## config.mk

```make
export PLATFORM = sky130hd
export DESIGN_NAME = cdc_event_sync
export DESIGN_NICKNAME = d
export VERILOG_FILES = /design/src/rtl/cdc_event_sync.sv
export SDC_FILE = /design/constraint.sdc
export NUM_CORES = 1
export LEC_CHECK = 0
export ABC_AREA = 1
export CAP_MARGIN = 20
export CORE_MARGIN = 4
export CORE_UTILIZATION = 60
export CTS_BUF_LIST = sky130_fd_sc_hd__clkbuf_8
export DETAILED_ROUTE_END_ITERATION = 8
export DONT_BUFFER_PORTS = 1
export PLACE_DENSITY_LB_ADDON = 0.25
export SLEW_MARGIN = 20
export SYNTH_ARGS = -nofsm -noshare
export SYNTH_HDL_FRONTEND = slang
export SYNTH_SLANG_ARGS = --single-unit
```

## constraint.sdc

```tcl
create_clock -name receiver_clk_i -period 1.5 [get_ports receiver_clk_i]
set_input_delay 0.15 -clock receiver_clk_i [delete_from_list [all_inputs] [get_ports receiver_clk_i]]
set_output_delay 0.15 -clock receiver_clk_i [all_outputs]
set_load 0.01 [all_outputs]
```

## src/rtl/cdc_event_sync.sv

```systemverilog
`timescale 1ns/1ps
// cdc_event_sync: per-channel event synchroniser with pending-event counter.
// Each asynchronous event line is synchronised into receiver_clk_i. It is then
// edge-detected: either edge counts in toggle mode, only rising edges count in
// level mode. Each detected event gives a one-cycle pulse and adds one to a
// saturating pending count. A consumer drains that count one event at a time
// with a valid/ready handshake. A sticky flag reports events that were dropped
// because the counter was already full.
//
// Ports:
//   receiver_clk_i     - receiving-domain clock, all flops rising-edge
//   receiver_reset_ni  - asynchronous active-low reset
//   event_async_i      - [CHANNELS] asynchronous event lines
//   receiver_pulse_o   - [CHANNELS] one-cycle pulse per detected event
//   event_valid_o      - [CHANNELS] channel has at least one pending event
//   event_ready_i      - [CHANNELS] consumer takes one pending event
//   overflow_o         - [CHANNELS] sticky: an event was dropped
//   overflow_clr_i     - [CHANNELS] clears the matching overflow_o bit
module cdc_event_sync #(
  parameter int unsigned CHANNELS    = 4,
  parameter int unsigned SYNC_STAGES = 2,
  parameter int unsigned EDGE_MODE   = 0,
  parameter int unsigned CNT_WIDTH   = 3
) (
  input  logic                receiver_clk_i,
  input  logic                receiver_reset_ni,
  input  logic [CHANNELS-1:0] event_async_i,
  output logic [CHANNELS-1:0] receiver_pulse_o,
  output logic [CHANNELS-1:0] event_valid_o,
  input  logic [CHANNELS-1:0] event_ready_i,
  output logic [CHANNELS-1:0] overflow_o,
  input  logic [CHANNELS-1:0] overflow_clr_i
);

  localparam logic [CNT_WIDTH-1:0] CNT_MAX = {CNT_WIDTH{1'b1}};

  for (genvar ch = 0; ch < CHANNELS; ch++) begin : g_ch
    logic [SYNC_STAGES-1:0] sync_q;   // bit 0 is the first capture stage
    logic                   sync_s;
    logic                   hist_q;
    logic                   detect_c;
    logic                   pop_c;
    logic                   ovf_set_c;
    logic                   pulse_q;
    logic                   valid_q;
    logic                   ovf_q;
    logic [CNT_WIDTH-1:0]   cnt_q;
    logic [CNT_WIDTH-1:0]   cnt_d;

    // Plain flop chain: nothing may sit between synchroniser stages.
    always_ff @(posedge receiver_clk_i or negedge receiver_reset_ni) begin
      if (!receiver_reset_ni) begin
        sync_q <= '0;
      end else begin
        sync_q <= {sync_q[SYNC_STAGES-2:0], event_async_i[ch]};
      end
    end

    assign sync_s = sync_q[SYNC_STAGES-1];

    // hist resets to 0 so a line held high through reset reads as one event.
    if (EDGE_MODE == 0) begin : g_toggle
      assign detect_c = sync_s ^ hist_q;
    end else begin : g_level
      assign detect_c = sync_s & ~hist_q;
    end

    // valid_q already implies cnt_q != 0, so a pop can never underflow.
    assign pop_c = valid_q & event_ready_i[ch];

    // Pending-count update; a simultaneous detect and pop cancel out even when full.
    always_comb begin
      cnt_d     = cnt_q;
      ovf_set_c = 1'b0;
      if (detect_c && !pop_c) begin
        if (cnt_q == CNT_MAX) begin
          ovf_set_c = 1'b1;
        end else begin
          cnt_d = cnt_q + CNT_WIDTH'(1);
        end
      end else if (pop_c && !detect_c) begin
        cnt_d = cnt_q - CNT_WIDTH'(1);
      end
    end

    // Output and counter registers; valid tracks the next count so it stays registered.
    always_ff @(posedge receiver_clk_i or negedge receiver_reset_ni) begin
      if (!receiver_reset_ni) begin
        hist_q  <= 1'b0;
        pulse_q <= 1'b0;
        cnt_q   <= '0;
        valid_q <= 1'b0;
        ovf_q   <= 1'b0;
      end else begin
        hist_q  <= sync_s;
        pulse_q <= detect_c;
        cnt_q   <= cnt_d;
        valid_q <= (cnt_d != '0);
        ovf_q   <= ovf_set_c | (ovf_q & ~overflow_clr_i[ch]);
      end
    end

    assign receiver_pulse_o[ch] = pulse_q;
    assign event_valid_o[ch]    = valid_q;
    assign overflow_o[ch]       = ovf_q;
  end

endmodule

```

==> results of run 1 <==
-- area by class of cell --
cell class / instances / area (um2)
Sequential cell: 36 / 901
Fill cell: 237 / 872
Multi-Input combinational cell: 118 / 672
Inverter: 38 / 148
Timing Repair Buffer: 10 / 110
Clock buffer: 5 / 68.8
Tap cell: 31 / 38.8
Clock inverter: 3 / 18.8
-- per-stage QoR --
step / hold WS [ns] / worst slack (ns)
finish: 0.141 / 0.154
global route: 0.150 / 0.0274
CTS: 0.135 / 0.128
detailed placement: -0.145 / 0.145
global placement: -0.145 / 0.220
floorplan: -0.146 / 0.278
-- where the power goes --
part | switching (mW) | internal [mW] | total, mW
registers | 0.213 | 1.23 | 1.44
logic | 0.748 | 0.466 | 1.21
clock network | 0.333 | 0.323 | 0.656
-- kinds of logic after synthesis --
logic type      count (synthesis)  share of synthesized area (%)
compound gates                  8                           2.49
flops                          36                           49.8
fa+ha+maj                       8                           5.53
buf+inv                        50                           13.1
simple gates                  102                           29.1
-- cells in the final DEF (no fill, tap or decap), drive strengths merged --
| cell type | Yosys | routed |
|---|---|---|
| buf | 12 | 1 |
| clkbuf | 0 | 5 |
| clkinv | 0 | 3 |
| dfrtp | 36 | 36 |
| dlygate4sd3 | 0 | 9 |
| ha | 8 | 8 |
| inv | 38 | 38 |
| nand2 | 67 | 67 |
| nand3 | 20 | 20 |
| nand3b | 3 | 3 |
| nand4 | 3 | 3 |
| nor2 | 9 | 9 |
| o21ai | 4 | 4 |
| o22ai | 4 | 4 |
-- what timing repair did --
item                                   4_1_cts  5_1_grt
resized for setup                            0        0
endpoints found under the hold margin       44        0
hold buffers                                10        0
-- tightest hold or removal path: stages --
cell and delay, ns:
sky130_fd_sc_hd__nand2_2 0.09, sky130_fd_sc_hd__nand2_1 0.09, sky130_fd_sc_hd__o22ai_1 0.05
-- flip-flops by register name, summed over array words and instances, names as in the netlist --
| register | flops |
|---|---|
| g_ch.cnt_q | 12 |
| g_ch.ovf_q | 4 |
| g_ch.sync_q | 8 |
| g_ch.valid_q | 4 |
| g_ch.pulse_q | 4 |
| g_ch.hist_q | 4 |
-- per-layer routing --
metal  track usage [%]  vias up  wire (um)
met4              9.64        0         73
li1                  -      625          -
met5                 0        -          0
met1              17.5      547       1130
met3              5.04        9        117
met2              29.6       28       1410
-- worst min-delay path by stage --
stage                                      end  slack (ns)  cells after the start
finish                 g_ch[3].ovf_q$_DFF_PN0_        0.14                      3
global route           g_ch[3].ovf_q$_DFF_PN0_        0.15                      3
floorplan           g_ch[0].cnt_q[0]$_DFF_PN0_       -0.15                      0
detailed placement     g_ch[2].ovf_q$_DFF_PN0_       -0.14                      0
global placement       g_ch[2].ovf_q$_DFF_PN0_       -0.14                      0
CTS                    g_ch[3].ovf_q$_DFF_PN0_        0.14                      3
==> flow_summary.json, run 1 <==
{
  "asyncSetResetFlopFracSynth_pct": 100,
  "drt-wirelength-per-cell_um": 11.3,
  "critical_path.startpoint": "g_ch[2].cnt_q[1]$_DFF_PN0_",
  "timing.hold.worst.start": "event_ready_i[3]",
  "design_power_total_mw": 3.31,
  "period_needed_ns": 1.35,
  "max_freq_ghz": 0.743,
  "synth_area_per_cell_um2": 8.87,
  "cp_max_fo": 3,
  "p_per_area_nw_per_um2": 1690,
  "maxSlewHeadroom_pct": 87.5,
  "firstDrtPassIters": 4,
  "finalInstanceArea_um2": 1960,
  "synthesis.yosys.warnings": 0,
  "worst_r2r_path_depth": 8,
  "via_count_of_the_first_global_routing_pass": 1293,
  "synth_cell_type_count": 19,
  "clock_sink_count": 36,
  "drt_drc_violations_left": 0,
  "critical-path-top-cell-by-count": "sky130_fd_sc_hd__nand2_1",
  "initial_antenna_violation_count": 0,
  "min_period_over_period_pct": 89.8,
  "worstHoldPathType": "input port to flop",
  "cts_root_buf": "sky130_fd_sc_hd__clkbuf_8",
  "largest_net_degree_at_the_start_of_global_routing": 37,
  "crit-reg2reg-capture": "g_ch[2].valid_q$_DFF_PN0_",
  "timing.final.hold_violations": 0,
  "timing.critical_path.buf_inv": 1,
  "cp_num_cells": 8,
  "endpoint_kind": "flop",
  "syn_area_um2": 1810,
  "outcome": "completed",
  "postCtsSetupBuffers": 0,
  "max_root_sink_buffers": 2,
  "worst_r2r_startpoint": "g_ch[2].cnt_q[1]$_DFF_PN0_",
  "cts-buffers-inserted": 5,
  "synthesis.nets": 226,
  "synth_seq_cells": 36,
  "floorplan.io_pins": 26,
  "vias_per_cell": 5.02,
  "htreeDepth": 2,
  "path_class": "flop to flop",
  "ratio_of_cells_with_drive_above_1_in_the_final_layout_pct": 17.1,
  "place_inst": 223,
  "postRouteAntennaNets": 0,
  "worstMarginPinSlew_ns": 0.188,
  "setup.worst_path.end": "g_ch[2].valid_q$_DFF_PN0_",
  "drv.max_cap_violation_count": 0,
  "yosys.cell_count.top_type": "sky130_fd_sc_hd__nand2_1",
  "post_synth_top_area_cell": "sky130_fd_sc_hd__dfrtp_1",
  "hpwlAfterDp_um": 2010,
  "design.final.nets": 231,
  "globalplace.congestion": 0.883,
  "port-buffer-count": 0,
  "cp.required_ns": 1.67,
  "grt_setup_unrepaired": "false",
  "finClkSkew_ns": 0.00264,
  "synthFlopType": "sky130_fd_sc_hd__dfrtp_1",
  "ys_seq_area_share_pct": 49.8,
  "synth_edf_count": 0,
  "netlist.area_leader.share_pct": 49.8,
  "drv_slew": 0,
  "setup_viol": 0,
  "die-width_um": 62.9,
  "timing.critical_path.arrival_ns": 1.52,
  "clock_pin_slew_worst_setup_and_hold_paths_ns": 0.07,
  "cp_cell_sequence": "inv_1 > ha_1 > nand2_1 > o21ai_0 > nand2_1 > nand3_2 > nor2_2 > nand2_1",
  "layout.core_utilization_pct": 69.2,
  "fin_cells": 241,
  "floorplan.initialDensity_pct": 64.0,
  "placedInstanceArea_um2": 1760,
  "dr.first_iter.drc_count": 59,
  "slowest_delay_ns": 0.38,
  "chipHeight_um": 62.9,
  "fp-row-count": 19,
  "grt.total_usage_pct": 16.8,
  "cp_top_family": "simple AND/OR/NAND/NOR gates",
  "grt.overflow.total": 0,
  "cp-start-kind": "flop",
  "core_area_um2": 2830,
  "areaGrowthSynthToFinish_pct": 8.09,
  "yosys-top-cells-count": "sky130_fd_sc_hd__nand2_1, sky130_fd_sc_hd__dfrtp_1, sky130_fd_sc_hd__inv_1",
  "design.die.area_um2": 3960,
  "route.vias.total": 1209,
  "antenna_cells": 0,
  "cts_tree": "built",
  "global_route_wire_length_before_repair_um": 5230,
  "worst_path_max_delay_cell": "sky130_fd_sc_hd__dfrtp_1",
  "clk-insertion-delay-late_ns": 0.28,
  "synthesis.instances": 204,
  "p_leak_nw": 1.04,
  "irDropWorstVdd_v": 0.000965,
  "rrSetupSlack_ns": 0.15,
  "setup_tns_ns": 0,
  "routed_wirelength_um": 2730,
  "synth_top_cells_by_area": "sky130_fd_sc_hd__dfrtp_1, sky130_fd_sc_hd__nand2_1, sky130_fd_sc_hd__inv_1"
}
No activity file was read; power rests on OpenSTA's default activity.
==> run 2: changes to the inputs <==
- ABC_AREA: 1 -> unset
- CTS_CLUSTER_DIAMETER: unset -> 100
==> run 2 against run 1 <==
Against the previous run: die area is 5.1% lower; critical path depth fell by 3; worst setup slack got worse by 0.27 ns; register-to-register slack worse by 0.27 ns; the run now ends with negative setup slack left; highest routed layer unchanged; total power increased by 5.5%; core utilization increased by 4.4 points; cell count decreased by 14%; critical path type unchanged; clock-buffer cell count unchanged; sequential power rose by 3%; largest power group unchanged.
==> flow_summary.json, run 2 <==
{
  "outcome": "finished, violations left",
  "violations": "negative setup slack",
  "clk-insertion-delay-late_ns": 0.28,
  "postRouteAntennaNets": 0,
  "global_route_wire_length_before_repair_um": 4660,
  "largest_register_ffs": 12,
  "synthesis.yosys.warnings": 0,
  "design.final.nets": 199,
  "synthFlopType": "sky130_fd_sc_hd__dfrtp_1",
  "asyncSetResetFlopFracSynth_pct": 100,
  "post_synth_mux_area_share_pct": 0.587,
  "ys_seq_area_share_pct": 52.8,
  "irDropWorstVdd_v": 0.00139,
  "areaGrowthSynthToFinish_pct": 18.0,
  "drt-wirelength-per-cell_um": 14.2,
  "floorplan.io_pins": 26,
  "route.vias.total": 1173,
  "placement.setup.worst_slack_ns": -0.102,
  "routed_wirelength_um": 2960,
  "grt_setup_unrepaired": "true",
  "synth_edf_count": 0,
  "yosys-top-cells-count": "sky130_fd_sc_hd__dfrtp_1, sky130_fd_sc_hd__inv_1, sky130_fd_sc_hd__nand2_1",
  "period_needed_ns": 1.62,
  "grt.total_usage_pct": 17.4,
  "drv_slew": 0,
  "p_per_area_nw_per_um2": 1740,
  "cp-start-kind": "flop",
  "path_class": "flop to flop",
  "worstHoldPathType": "input port to flop",
  "synth_top_cells_by_area": "sky130_fd_sc_hd__dfrtp_1, sky130_fd_sc_hd__ha_1, sky130_fd_sc_hd__buf_4",
  "via_count_of_the_first_global_routing_pass": 1120,
  "cp.required_ns": 1.66,
  "fp-row-count": 19,
  "port-buffer-count": 0,
  "place_inst": 189,
  "min_period_over_period_pct": 108,
  "p_leak_nw": 0.879,
  "cts_root_buf": "sky130_fd_sc_hd__clkbuf_8",
  "grt.overflow.total": 0,
  "post_synth_xor_area_fraction_pct": 5.87,
  "synth_compound_gate_area_share_pct": 12.5,
  "antenna_cells": 0,
  "initial_antenna_violation_count": 0,
  "adder_cell_fraction_of_synth_area_pct": 5.87,
  "worstMarginPinSlew_ns": 0.369,
  "design.die.area_um2": 3760,
  "largest-register": "g_ch.cnt_q",
  "mostFrequentLayoutCells": "sky130_fd_sc_hd__dfrtp_1, sky130_fd_sc_hd__inv_1, sky130_fd_sc_hd__buf_4",
  "endpoint_kind": "flop",
  "simple_gate_portion_of_the_synthesized_area_pct": 13.9,
  "fin_cells": 208,
  "htreeDepth": 2,
  "clock_pin_slew_worst_setup_and_hold_paths_ns": 0.07,
  "core_area_um2": 2730,
  "post_synth_top_area_cell": "sky130_fd_sc_hd__dfrtp_1",
  "hpwlAfterDp_um": 2040,
  "synth_cell_type_count": 36,
  "timing.final.hold_violations": 0,
  "firstDrtPassIters": 4,
  "timing.final.ws_setup_ns": -0.121,
  "max_freq_ghz": 0.617,
  "ratio_of_cells_with_drive_above_1_in_the_final_layout_pct": 23.2,
  "synthesis.instances": 158,
  "globalplace.congestion": 0.861,
  "synth_seq_cells": 36,
  "cts-buffers-inserted": 5,
  "yosys.cell_count.top_type": "sky130_fd_sc_hd__dfrtp_1",
  "clock_sink_count": 36,
  "synthesis.nets": 180,
  "finClkSkew_ns": 0.00597,
  "die-width_um": 61.3,
  "drv.max_cap_violation_count": 0,
  "floorplan.initialDensity_pct": 62.4,
  "setup_tns_ns": -0.121,
  "setup_viol": 1,
  "largest_net_degree_at_the_start_of_global_routing": 37,
  "chipHeight_um": 61.3,
  "largest_registers": "g_ch.cnt_q (12), g_ch.sync_q (8)",
  "dr.first_iter.drc_count": 45,
  "netlist.area_leader.share_pct": 52.8,
  "timing.critical_path.arrival_ns": 1.78,
  "vias_per_cell": 5.64,
  "drt_drc_violations_left": 0,
  "cp_max_fo": 3,
  "mostFrequentLayoutCell": "sky130_fd_sc_hd__dfrtp_1",
  "maxSlewHeadroom_pct": 75.4,
  "synth_area_per_cell_um2": 10.8,
  "syn_area_um2": 1710,
  "max_root_sink_buffers": 2,
  "synth_top_family_by_area": "simple AND/OR/NAND/NOR gates",
  "cts_tree": "built"
}
==> run 2: routing by layer <==
metal / track usage, % / wire length (um) / up-vias
met5: 0 / 0 / -
met4: 8.67 / 66 / 0
met3: 5.24 / 160 / 9
met2: 28.9 / 1480 / 25
met1: 20.4 / 1250 / 562
li1: - / - / 577
==> run 2: cell families after synthesis <==
logic type,after synthesis
AO/OA/AOI/OAI,32
XOR/XNOR,8
adder cells (fa/ha/maj),8
buffers and inverters,26
flip-flops,36
multiplexers,1
AND/OR/NAND/NOR,47
==> run 2: cell type report <==
class	instances	area (um2)
flip-flops and latches	36	903
well taps	31	38.8
inverters	14	52.6
multi-input cells	96	717
repair buffers	24	223
fillers	191	722
clock buffers	5	68.8
clock inverters	2	8.76
==> run 2: metrics by stage <==
stage | hold slack, ns | total power, mW | instance area [um2] | util [%]
6_report | 0.102 | 3.49 | 2010 | 73.6
3_5_place_dp | -0.145 | 2.67 | 1760 | 64.3
5_1_grt | 0.120 | 3.76 | 2010 | 73.6
2_1_floorplan | -0.146 | 2.39 | 1720 | -
4_1_cts | 0.0924 | 3.36 | 1950 | 71.3
3_3_place_gp | -0.145 | 2.59 | 1760 | 64.3
==> run 2: final timing paths <==
check	start	to	slack, ns	depth (start not counted)
setup / recovery	g_ch[1].cnt_q[0]$_DFF_PN0_	g_ch[1].valid_q$_DFF_PN0_	-0.12	5
hold / removal	event_ready_i[2]	g_ch[2].cnt_q[2]$_DFF_PN0_	0.10	3
setup reg to reg	g_ch[1].cnt_q[0]$_DFF_PN0_	g_ch[1].valid_q$_DFF_PN0_	-0.12	5
hold reg to reg	g_ch[1].sync_q[0]$_DFF_PN0_	g_ch[1].sync_q[1]$_DFF_PN0_	0.35	0
max in group asynchronous	receiver_reset_ni	g_ch[0].cnt_q[1]$_DFF_PN0_	0.99	2
min in group asynchronous	receiver_reset_ni	g_ch[3].cnt_q[2]$_DFF_PN0_	0.31	2
==> run 2: critical path: stages, from the launching register on <==
cell and delay [ns]:
sky130_fd_sc_hd__dfrtp_1 0.40, sky130_fd_sc_hd__ha_2 0.21, sky130_fd_sc_hd__a22oi_2 0.22, sky130_fd_sc_hd__o22ai_1 0.13, sky130_fd_sc_hd__a2bb2oi_1 0.17, sky130_fd_sc_hd__or3_1 0.37
==> run 2: what timing repair did <==
action | CTS | global route
resized for setup | 1 | 14
pin swaps | 1 | 1
hold endpoints to repair | 44 | 0
endpoints found under the setup margin | 2 | 5
hold buffers | 10 | 0
buffers inserted | 0 | 2
==> run 2: where the power goes <==
group	switching [mW]	internal [mW]	total [mW]	leakage, nW
sequential	0.274	1.22	1.49	0.406
combinational	0.683	0.699	1.38	0.428
clock	0.312	0.308	0.620	0.0452
total	1.27	2.22	3.49	0.879
